--- src/rtl/sm_dbg_pkg.sv ---
`default_nettype none
// ============================================================================
// Module      : sm_dbg_pkg
// Description : Shared types and constants for the schoolMIPS debug controller.
// Revision    : 1.0 - initial release
// ============================================================================
package sm_dbg_pkg;

    localparam int NUM_REGS = 32;

    typedef enum logic [1:0] {
        OP_HALT = 2'b00,
        OP_RUN  = 2'b01,
        OP_STEP = 2'b10,
        OP_SCAN = 2'b11
    } cmd_op_e;

    typedef enum logic [1:0] {
        ST_HALT = 2'b00,
        ST_RUN  = 2'b01,
        ST_STEP = 2'b10,
        ST_SCAN = 2'b11
    } state_e;

endpackage
`default_nettype wire

--- src/rtl/sm_dbg_ctrl_if.sv ---
`default_nettype none
// ============================================================================
// Module      : sm_dbg_ctrl_if
// Description : Command, core-control and scan-stream bundle of the debug
//               controller; master = board side, slave = controller.
// Revision    : 1.0 - initial release
// ============================================================================
interface sm_dbg_ctrl_if #(
    parameter int ADDR_W = 5,
    parameter int DATA_W = 32,
    parameter int CNT_W  = 16
);
    logic              cmd_valid;
    logic              cmd_ready;
    logic [1:0]        cmd_op;
    logic [CNT_W-1:0]  cmd_arg;
    logic              cmd_err;
    logic              cpu_tick;
    logic              clkEnable;
    logic [ADDR_W-1:0] manual_addr;
    logic [ADDR_W-1:0] regAddr;
    logic [DATA_W-1:0] regData;
    logic              scan_valid;
    logic [ADDR_W-1:0] scan_addr;
    logic [DATA_W-1:0] scan_data;
    logic              busy;

    modport master (
        output cmd_valid, cmd_op, cmd_arg, cpu_tick, manual_addr, regData,
        input  cmd_ready, cmd_err, clkEnable, regAddr, scan_valid, scan_addr,
               scan_data, busy
    );

    modport slave (
        input  cmd_valid, cmd_op, cmd_arg, cpu_tick, manual_addr, regData,
        output cmd_ready, cmd_err, clkEnable, regAddr, scan_valid, scan_addr,
               scan_data, busy
    );
endinterface
`default_nettype wire

--- src/rtl/sm_dbg_scan.sv ---
`default_nettype none
// ============================================================================
// Module      : sm_dbg_scan
// Description : Register-file address walker; holds each address SETTLE
//               cycles, then flags one capture cycle before advancing.
// Revision    : 1.0 - initial release
// ============================================================================
module sm_dbg_scan
    import sm_dbg_pkg::*;
#(
    parameter int ADDR_W = 5,
    parameter int SETTLE = 2
) (
    input  logic              clk,
    input  logic              rst,
    input  logic              i_start,
    output logic [ADDR_W-1:0] o_ptr,
    output logic              o_capture,
    output logic              o_done
);
    localparam int                SET_W         = (SETTLE < 1) ? 1 : $clog2(SETTLE + 1);
    localparam logic [SET_W-1:0]  c_settle_last = SET_W'(SETTLE);
    localparam logic [ADDR_W-1:0] c_last_addr   = ADDR_W'(NUM_REGS - 1);

    logic              r_active;
    logic [ADDR_W-1:0] r_ptr;
    logic [SET_W-1:0]  r_settle;

    assign o_ptr     = r_ptr;
    assign o_capture = r_active && (r_settle == c_settle_last);
    assign o_done    = o_capture && (r_ptr == c_last_addr);

    always_ff @(posedge clk) begin
        if (rst) begin
            r_active <= 1'b0;
            r_ptr    <= '0;
            r_settle <= '0;
        end else if (i_start) begin
            r_active <= 1'b1;
            r_ptr    <= '0;
            r_settle <= '0;
        end else if (o_capture) begin
            // Pointer rolls 31 -> 0 on the final capture, leaving it ready for the next scan.
            r_settle <= '0;
            r_ptr    <= r_ptr + ADDR_W'(1);
            r_active <= !o_done;
        end else if (r_active) begin
            r_settle <= r_settle + SET_W'(1);
        end
    end

endmodule
`default_nettype wire

--- src/rtl/sm_dbg_ctrl.sv ---
`default_nettype none
// ============================================================================
// Module      : sm_dbg_ctrl
// Description : schoolMIPS debug run-control (HALT/RUN/STEP-N) and halted
//               register-file scan streamer.
// Revision    : 1.0 - initial release
// ============================================================================
module sm_dbg_ctrl
    import sm_dbg_pkg::*;
#(
    parameter int ADDR_W = 5,
    parameter int DATA_W = 32,
    parameter int CNT_W  = 16,
    parameter int SETTLE = 2
) (
    input  logic         clkIn,
    input  logic         rst_p,
    sm_dbg_ctrl_if.slave bus
);
    state_e            r_state;
    logic              r_clk_en;
    logic              r_cmd_ready;
    logic              r_cmd_err;
    logic              r_busy;
    logic              r_scan_valid;
    logic [ADDR_W-1:0] r_scan_addr;
    logic [DATA_W-1:0] r_scan_data;
    logic [CNT_W-1:0]  r_step_cnt;

    cmd_op_e           w_op;
    logic              w_accept;
    logic              w_start;
    logic [ADDR_W-1:0] w_ptr;
    logic              w_capture;
    logic              w_done;

    assign w_op     = cmd_op_e'(bus.cmd_op);
    assign w_accept = bus.cmd_valid && r_cmd_ready;
    assign w_start  = w_accept && (r_state == ST_HALT) && (w_op == OP_SCAN);

    sm_dbg_scan #(
        .ADDR_W (ADDR_W),
        .SETTLE (SETTLE)
    ) u_scan (
        .clk       (clkIn),
        .rst       (rst_p),
        .i_start   (w_start),
        .o_ptr     (w_ptr),
        .o_capture (w_capture),
        .o_done    (w_done)
    );

    assign bus.regAddr    = (r_state == ST_SCAN) ? w_ptr : bus.manual_addr;
    assign bus.clkEnable  = r_clk_en;
    assign bus.cmd_ready  = r_cmd_ready;
    assign bus.cmd_err    = r_cmd_err;
    assign bus.busy       = r_busy;
    assign bus.scan_valid = r_scan_valid;
    assign bus.scan_addr  = r_scan_addr;
    assign bus.scan_data  = r_scan_data;

    always_ff @(posedge clkIn) begin
        if (rst_p) begin
            r_state      <= ST_HALT;
            r_clk_en     <= 1'b0;
            r_cmd_ready  <= 1'b1;
            r_cmd_err    <= 1'b0;
            r_busy       <= 1'b0;
            r_scan_valid <= 1'b0;
            r_scan_addr  <= '0;
            r_scan_data  <= '0;
            r_step_cnt   <= '0;
        end else begin
            r_cmd_err    <= 1'b0;
            r_scan_valid <= 1'b0;
            if (w_capture) begin
                r_scan_valid <= 1'b1;
                r_scan_addr  <= w_ptr;
                r_scan_data  <= bus.regData;
            end
            case (r_state)
                ST_HALT: begin
                    if (w_accept) begin
                        case (w_op)
                            OP_RUN: begin
                                r_state  <= ST_RUN;
                                r_clk_en <= 1'b1;
                            end
                            OP_STEP: begin
                                // A zero-length step is a silent no-op.
                                if (bus.cmd_arg != '0) begin
                                    r_state     <= ST_STEP;
                                    r_step_cnt  <= bus.cmd_arg;
                                    r_clk_en    <= 1'b1;
                                    r_busy      <= 1'b1;
                                    r_cmd_ready <= 1'b0;
                                end
                            end
                            OP_SCAN: begin
                                r_state     <= ST_SCAN;
                                r_busy      <= 1'b1;
                                r_cmd_ready <= 1'b0;
                            end
                            default: ;
                        endcase
                    end
                end
                ST_RUN: begin
                    if (w_accept) begin
                        case (w_op)
                            OP_HALT: begin
                                r_state  <= ST_HALT;
                                r_clk_en <= 1'b0;
                            end
                            OP_STEP, OP_SCAN: r_cmd_err <= 1'b1;
                            default: ;
                        endcase
                    end
                end
                ST_STEP: begin
                    if (bus.cpu_tick && (r_step_cnt != '0)) begin
                        r_step_cnt <= r_step_cnt - CNT_W'(1);
                        if (r_step_cnt == CNT_W'(1)) begin
                            r_state     <= ST_HALT;
                            r_clk_en    <= 1'b0;
                            r_busy      <= 1'b0;
                            r_cmd_ready <= 1'b1;
                        end
                    end
                end
                ST_SCAN: begin
                    if (w_done) begin
                        r_state     <= ST_HALT;
                        r_busy      <= 1'b0;
                        r_cmd_ready <= 1'b1;
                    end
                end
                default: r_state <= ST_HALT;
            endcase
        end
    end

endmodule
`default_nettype wire

--- src/flat_wrapper.sv ---
// flat-port wrapper written by rule: the top's interface ports become plain ports
module sm_dbg_ctrl_flat import sm_dbg_pkg::*;
#(
    parameter int ADDR_W = 5,
    parameter int DATA_W = 32,
    parameter int CNT_W  = 16,
    parameter int SETTLE = 2
)
  (clkIn, rst_p, bus_cmd_valid, bus_cmd_op, bus_cmd_arg, bus_cpu_tick, bus_manual_addr, bus_regData, bus_cmd_ready, bus_cmd_err, bus_clkEnable, bus_regAddr, bus_scan_valid, bus_scan_addr, bus_scan_data, bus_busy);
  sm_dbg_ctrl_if #(.ADDR_W(ADDR_W), .DATA_W(DATA_W), .CNT_W(CNT_W)) bus_i ();
  input  logic clkIn;
  input  logic rst_p;
  input wire logic [$bits(bus_i.cmd_valid)-1:0] bus_cmd_valid;
  input wire logic [$bits(bus_i.cmd_op)-1:0] bus_cmd_op;
  input wire logic [$bits(bus_i.cmd_arg)-1:0] bus_cmd_arg;
  input wire logic [$bits(bus_i.cpu_tick)-1:0] bus_cpu_tick;
  input wire logic [$bits(bus_i.manual_addr)-1:0] bus_manual_addr;
  input wire logic [$bits(bus_i.regData)-1:0] bus_regData;
  output wire logic [$bits(bus_i.cmd_ready)-1:0] bus_cmd_ready;
  output wire logic [$bits(bus_i.cmd_err)-1:0] bus_cmd_err;
  output wire logic [$bits(bus_i.clkEnable)-1:0] bus_clkEnable;
  output wire logic [$bits(bus_i.regAddr)-1:0] bus_regAddr;
  output wire logic [$bits(bus_i.scan_valid)-1:0] bus_scan_valid;
  output wire logic [$bits(bus_i.scan_addr)-1:0] bus_scan_addr;
  output wire logic [$bits(bus_i.scan_data)-1:0] bus_scan_data;
  output wire logic [$bits(bus_i.busy)-1:0] bus_busy;
  assign bus_i.cmd_valid = bus_cmd_valid;
  assign bus_i.cmd_op = bus_cmd_op;
  assign bus_i.cmd_arg = bus_cmd_arg;
  assign bus_i.cpu_tick = bus_cpu_tick;
  assign bus_i.manual_addr = bus_manual_addr;
  assign bus_i.regData = bus_regData;
  assign bus_cmd_ready = bus_i.cmd_ready;
  assign bus_cmd_err = bus_i.cmd_err;
  assign bus_clkEnable = bus_i.clkEnable;
  assign bus_regAddr = bus_i.regAddr;
  assign bus_scan_valid = bus_i.scan_valid;
  assign bus_scan_addr = bus_i.scan_addr;
  assign bus_scan_data = bus_i.scan_data;
  assign bus_busy = bus_i.busy;
  sm_dbg_ctrl #(.ADDR_W(ADDR_W), .DATA_W(DATA_W), .CNT_W(CNT_W), .SETTLE(SETTLE)) u_core (.clkIn(clkIn), .rst_p(rst_p), .bus(bus_i));
endmodule
--- config.mk ---
export PLATFORM = sky130hd
export DESIGN_NAME = sm_dbg_ctrl_flat
export DESIGN_NICKNAME = d
export VERILOG_FILES = /design/src/rtl/sm_dbg_pkg.sv /design/src/rtl/sm_dbg_ctrl_if.sv /design/src/rtl/sm_dbg_scan.sv /design/src/rtl/sm_dbg_ctrl.sv /design/src/flat_wrapper.sv
export SDC_FILE = /design/constraint.sdc
export NUM_CORES = 1
export LEC_CHECK = 0
export CORE_UTILIZATION = 46
export DETAILED_ROUTE_END_ITERATION = 16
export PLACE_DENSITY = 0.84
export SYNTH_ARGS = -nofsm -noshare
export SYNTH_HDL_FRONTEND = slang
export SYNTH_SLANG_ARGS = --single-unit
--- constraint.sdc ---
create_clock -name clkIn -period 2.35 [get_ports clkIn]
set_input_delay 0.47 -clock clkIn [delete_from_list [all_inputs] [get_ports clkIn]]
set_output_delay 0.47 -clock clkIn [all_outputs]
set_load 0.01 [all_outputs]
==> flow_summary.toml <==
[setup_path]
critPathMaxStageDelay_ns = 0.49
worstPathRequired_ns = 1.88
end_kind = "primary output"
path_class = "flip-flop to primary output"
worstPathCellList = "ha_4 -> mux2_2 -> clkdlybuf4s50_1"
crit_arrival_ns = 1.82
r2r_start = "u_core.u_scan.o_ptr[1]$_SDFFE_PP0P_"
r2r_end = "u_core.r_state[0]$_SDFFE_PP0P_"
crit_slowest_cell = "clkdlybuf4s50_1"
crit_cells = 3
cp_num_buf_inv = 1
crit_fanout = 10
worstSetupStartpointType = "flip-flop"
cp_top_family = "buffers and inverters"
r2r_cells = 7
timing.reg2reg.setup_slack_ns = 0.25

[route]
dr_total_vias = 3431
ant_nets = 0
wl_mm = 9.03
viasPerCell = 5.45
drc = 0
drt-initial-drc-count = 194
avgRoutedWirePerCell_um = 14.3
first_pass_iters = 5

[layout]
stdcell_area_mm2 = 0.00478
multi_input_area_mm2 = 0.00182
seq_area_mm2 = 0.00136
nets = 601
area_growth_pct = 44.2
n_antenna_cell = 0
layout-drive-gt1-share = 0.101
fill_cells = 569

[hold_path]
worstHoldStart = "rst_p"
hold_path_class = "input port to flip-flop"
hold_depth = 2
worstHoldEndpoint = "u_core.r_step_cnt[8]$_SDFFE_PP0P_"

[global_routing]
grt_pass1_wl_mm = 14.9
grt-ovfl-total = 0
grt_pass1_vias = 3279
grt_max_degree = 54
track_usage = 0.250
antenna_found_initial = 0

[placement]
hpwl_mm = 6.36
dp_slack_ns = -0.0590
port_buffers = 105
dpl-instance-area_mm2 = 0.00453
gp_congestion = 0.929

[die]
num_rows = 30
core_area_mm2 = 0.00687
die_h_um = 86.9
start_util = 0.483
dieArea_mm2 = 0.00755
fp.dieW_um = 86.9
pin_count = 106

[timing]
finalWorstSetupSlack_ns = 0.0623
max_freq_ghz = 0.437
skew_ns = 0.0141
fin_tns_setup_ns = 0
finalHoldViolCount = 0
relSlewSlack = 0.606
setup_viol = 0
fin_crit_sh = 0.973
min_period_ns = 2.29
slew_violations = 0
rsz0062_at_grt = "false"
tightest_slew_ns = 0.589

[synthesis]
syn_avg_cell_area_um2 = 7.91
synth_nets = 490
synth_edf_count = 0
ys_seq_elements = 68
ys_warn_count = 0
yosysSeqAreaShare = 0.411
ys_types = 59
synthCells = 419
syn_area_mm2 = 0.00331
async_flop_share = 0
synth_ff_type = "dfxtp_1"

[run_status]
status = "complete, no violations"

[pwr]
peakVddDrop_uv = 506
p_leak_nw = 1.69
power.density_mw_per_mm2 = 925

[clock_network]
clk_pin_slew_worst_paths_ns = 0.08
clk_latency_ns = 0.35
clockBufferDepth = 2
ctsHoldBuffers = 0
cts.sinks = 68
cts_buffers = 9
cts_tree = "built"
htree_levels = 3
clockRootBuffer = "clkbuf_8"

[run]
drv_cap = 0
## flip-flops by register name, summed over array words and instances, names as in the netlist
register                cells
u_core.bus.scan_data       32
u_core.r_step_cnt          16
u_core.bus.scan_addr        5
u_core.u_scan.o_ptr         5
u_core.r_state              2
u_core.u_scan.r_settle      2
u_core.bus.busy             1
u_core.bus.clkEnable        1
u_core.bus.cmd_err          1
u_core.bus.cmd_ready        1
u_core.bus.scan_valid       1
u_core.u_scan.r_active      1
## report_power, final
part | total, mW | internal [mW] | switching, mW
Combinational | 1.75 | 0.766 | 0.982
Clock | 1.16 | 0.700 | 0.460
Sequential | 1.52 | 1.31 | 0.204
Total | 4.42 | 2.78 | 1.65
## worst max-delay path by stage
| stage | start | endpoint | slack [ns] |
|---|---|---|---|
| after floorplan | u_core.r_step_cnt[0]$_SDFFE_PP0P_ | u_core.r_state[0]$_SDFFE_PP0P_ | 0.41 |
| after global placement | bus_cmd_op[1] | u_core.r_state[0]$_SDFFE_PP0P_ | 0.008 |
| after detailed placement | bus_cmd_op[1] | u_core.r_state[0]$_SDFFE_PP0P_ | -0.06 |
| after CTS | u_core.r_state[0]$_SDFFE_PP0P_ | bus_regAddr[1] | 0.04 |
| after global routing | u_core.r_state[0]$_SDFFE_PP0P_ | bus_regAddr[1] | 0.008 |
| final | u_core.r_state[0]$_SDFFE_PP0P_ | bus_regAddr[1] | 0.06 |
## per-layer routing
layer  vias up  global-route usage  wire length (um)  part of all wire
met2       122               0.421              4360              0.48
met5         -                   0                 0                 0
li1       1695                   -                 -                 -
met3        18              0.0626               644             0.071
met4         0               0.115               216             0.024
met1      1596               0.300              3820              0.42
## cells in the mapped netlist (6+ instances only)
cell type  number  area, um^2
a21oi_1        60         300
o211ai_1        8        60.1
nand3_1        13        65.1
ha_1           12         150
nor3_1          6        30.0
clkbuf_1       18        67.6
o31ai_1         8        60.1
inv_1          11        41.3
o21ai_0         6        30.0
nand2_1        96         360
nor2_1         27         101
dfxtp_1        68        1360
## metrics by stage
stage                     hold slack, ns  instances   util  power (mW)
final                              0.387        630  0.696        4.42
after detailed placement           0.446        615  0.660        3.22
after CTS                          0.381        630  0.696        4.41
after global routing               0.390        630  0.696        4.67
after floorplan                    0.449        419      -        2.62
after global placement             0.441        615  0.660        3.18
## placed cells by master, fill, tap and decap left out, drive strengths merged, types with 3 or more instances in the layout
master and n:
o31ai 8, nor3 7, ha 12, nand3 13, or4 3, or3 3
o21ai 13, and3 3, mux2 6, mux2i 3, buf 20, nor4 6
nand4 6, nor2 29, o211ai 8, a21oi 61, bufinv 3, dfxtp 68
clkdlybuf4s50 104, inv 11, clkbuf 9, nand2 97, xor2 3
## cell type report
cell class | instances | share of cell area
inverter | 12 | 0.00942
multi-input combinational | 315 | 0.380
tap | 96 | 0.0251
clock buffer | 9 | 0.0259
timing repair buffer | 124 | 0.251
sequential | 68 | 0.285
clock inverter | 6 | 0.0238
## logic make-up (layout without fill, tap and decap cells)
family / Yosys count / count (layout) / share of synthesized area
multiplexers: 9 / 9 / 0.0294
flip-flops: 68 / 68 / 0.411
XOR/XNOR: 4 / 4 / 0.0106
AND/OR/NAND/NOR: 177 / 177 / 0.250
buffers and inverters: 36 / 151 / 0.0453
adder cells (fa/ha/maj): 12 / 12 / 0.0453
AO/OA/AOI/OAI: 113 / 113 / 0.209
## what timing repair did
action	in CTS	in global routing
setup endpoints to repair	5	0
gates resized for setup	2	0
setup buffers	0	0
Power figures use the tool's default switching activity.
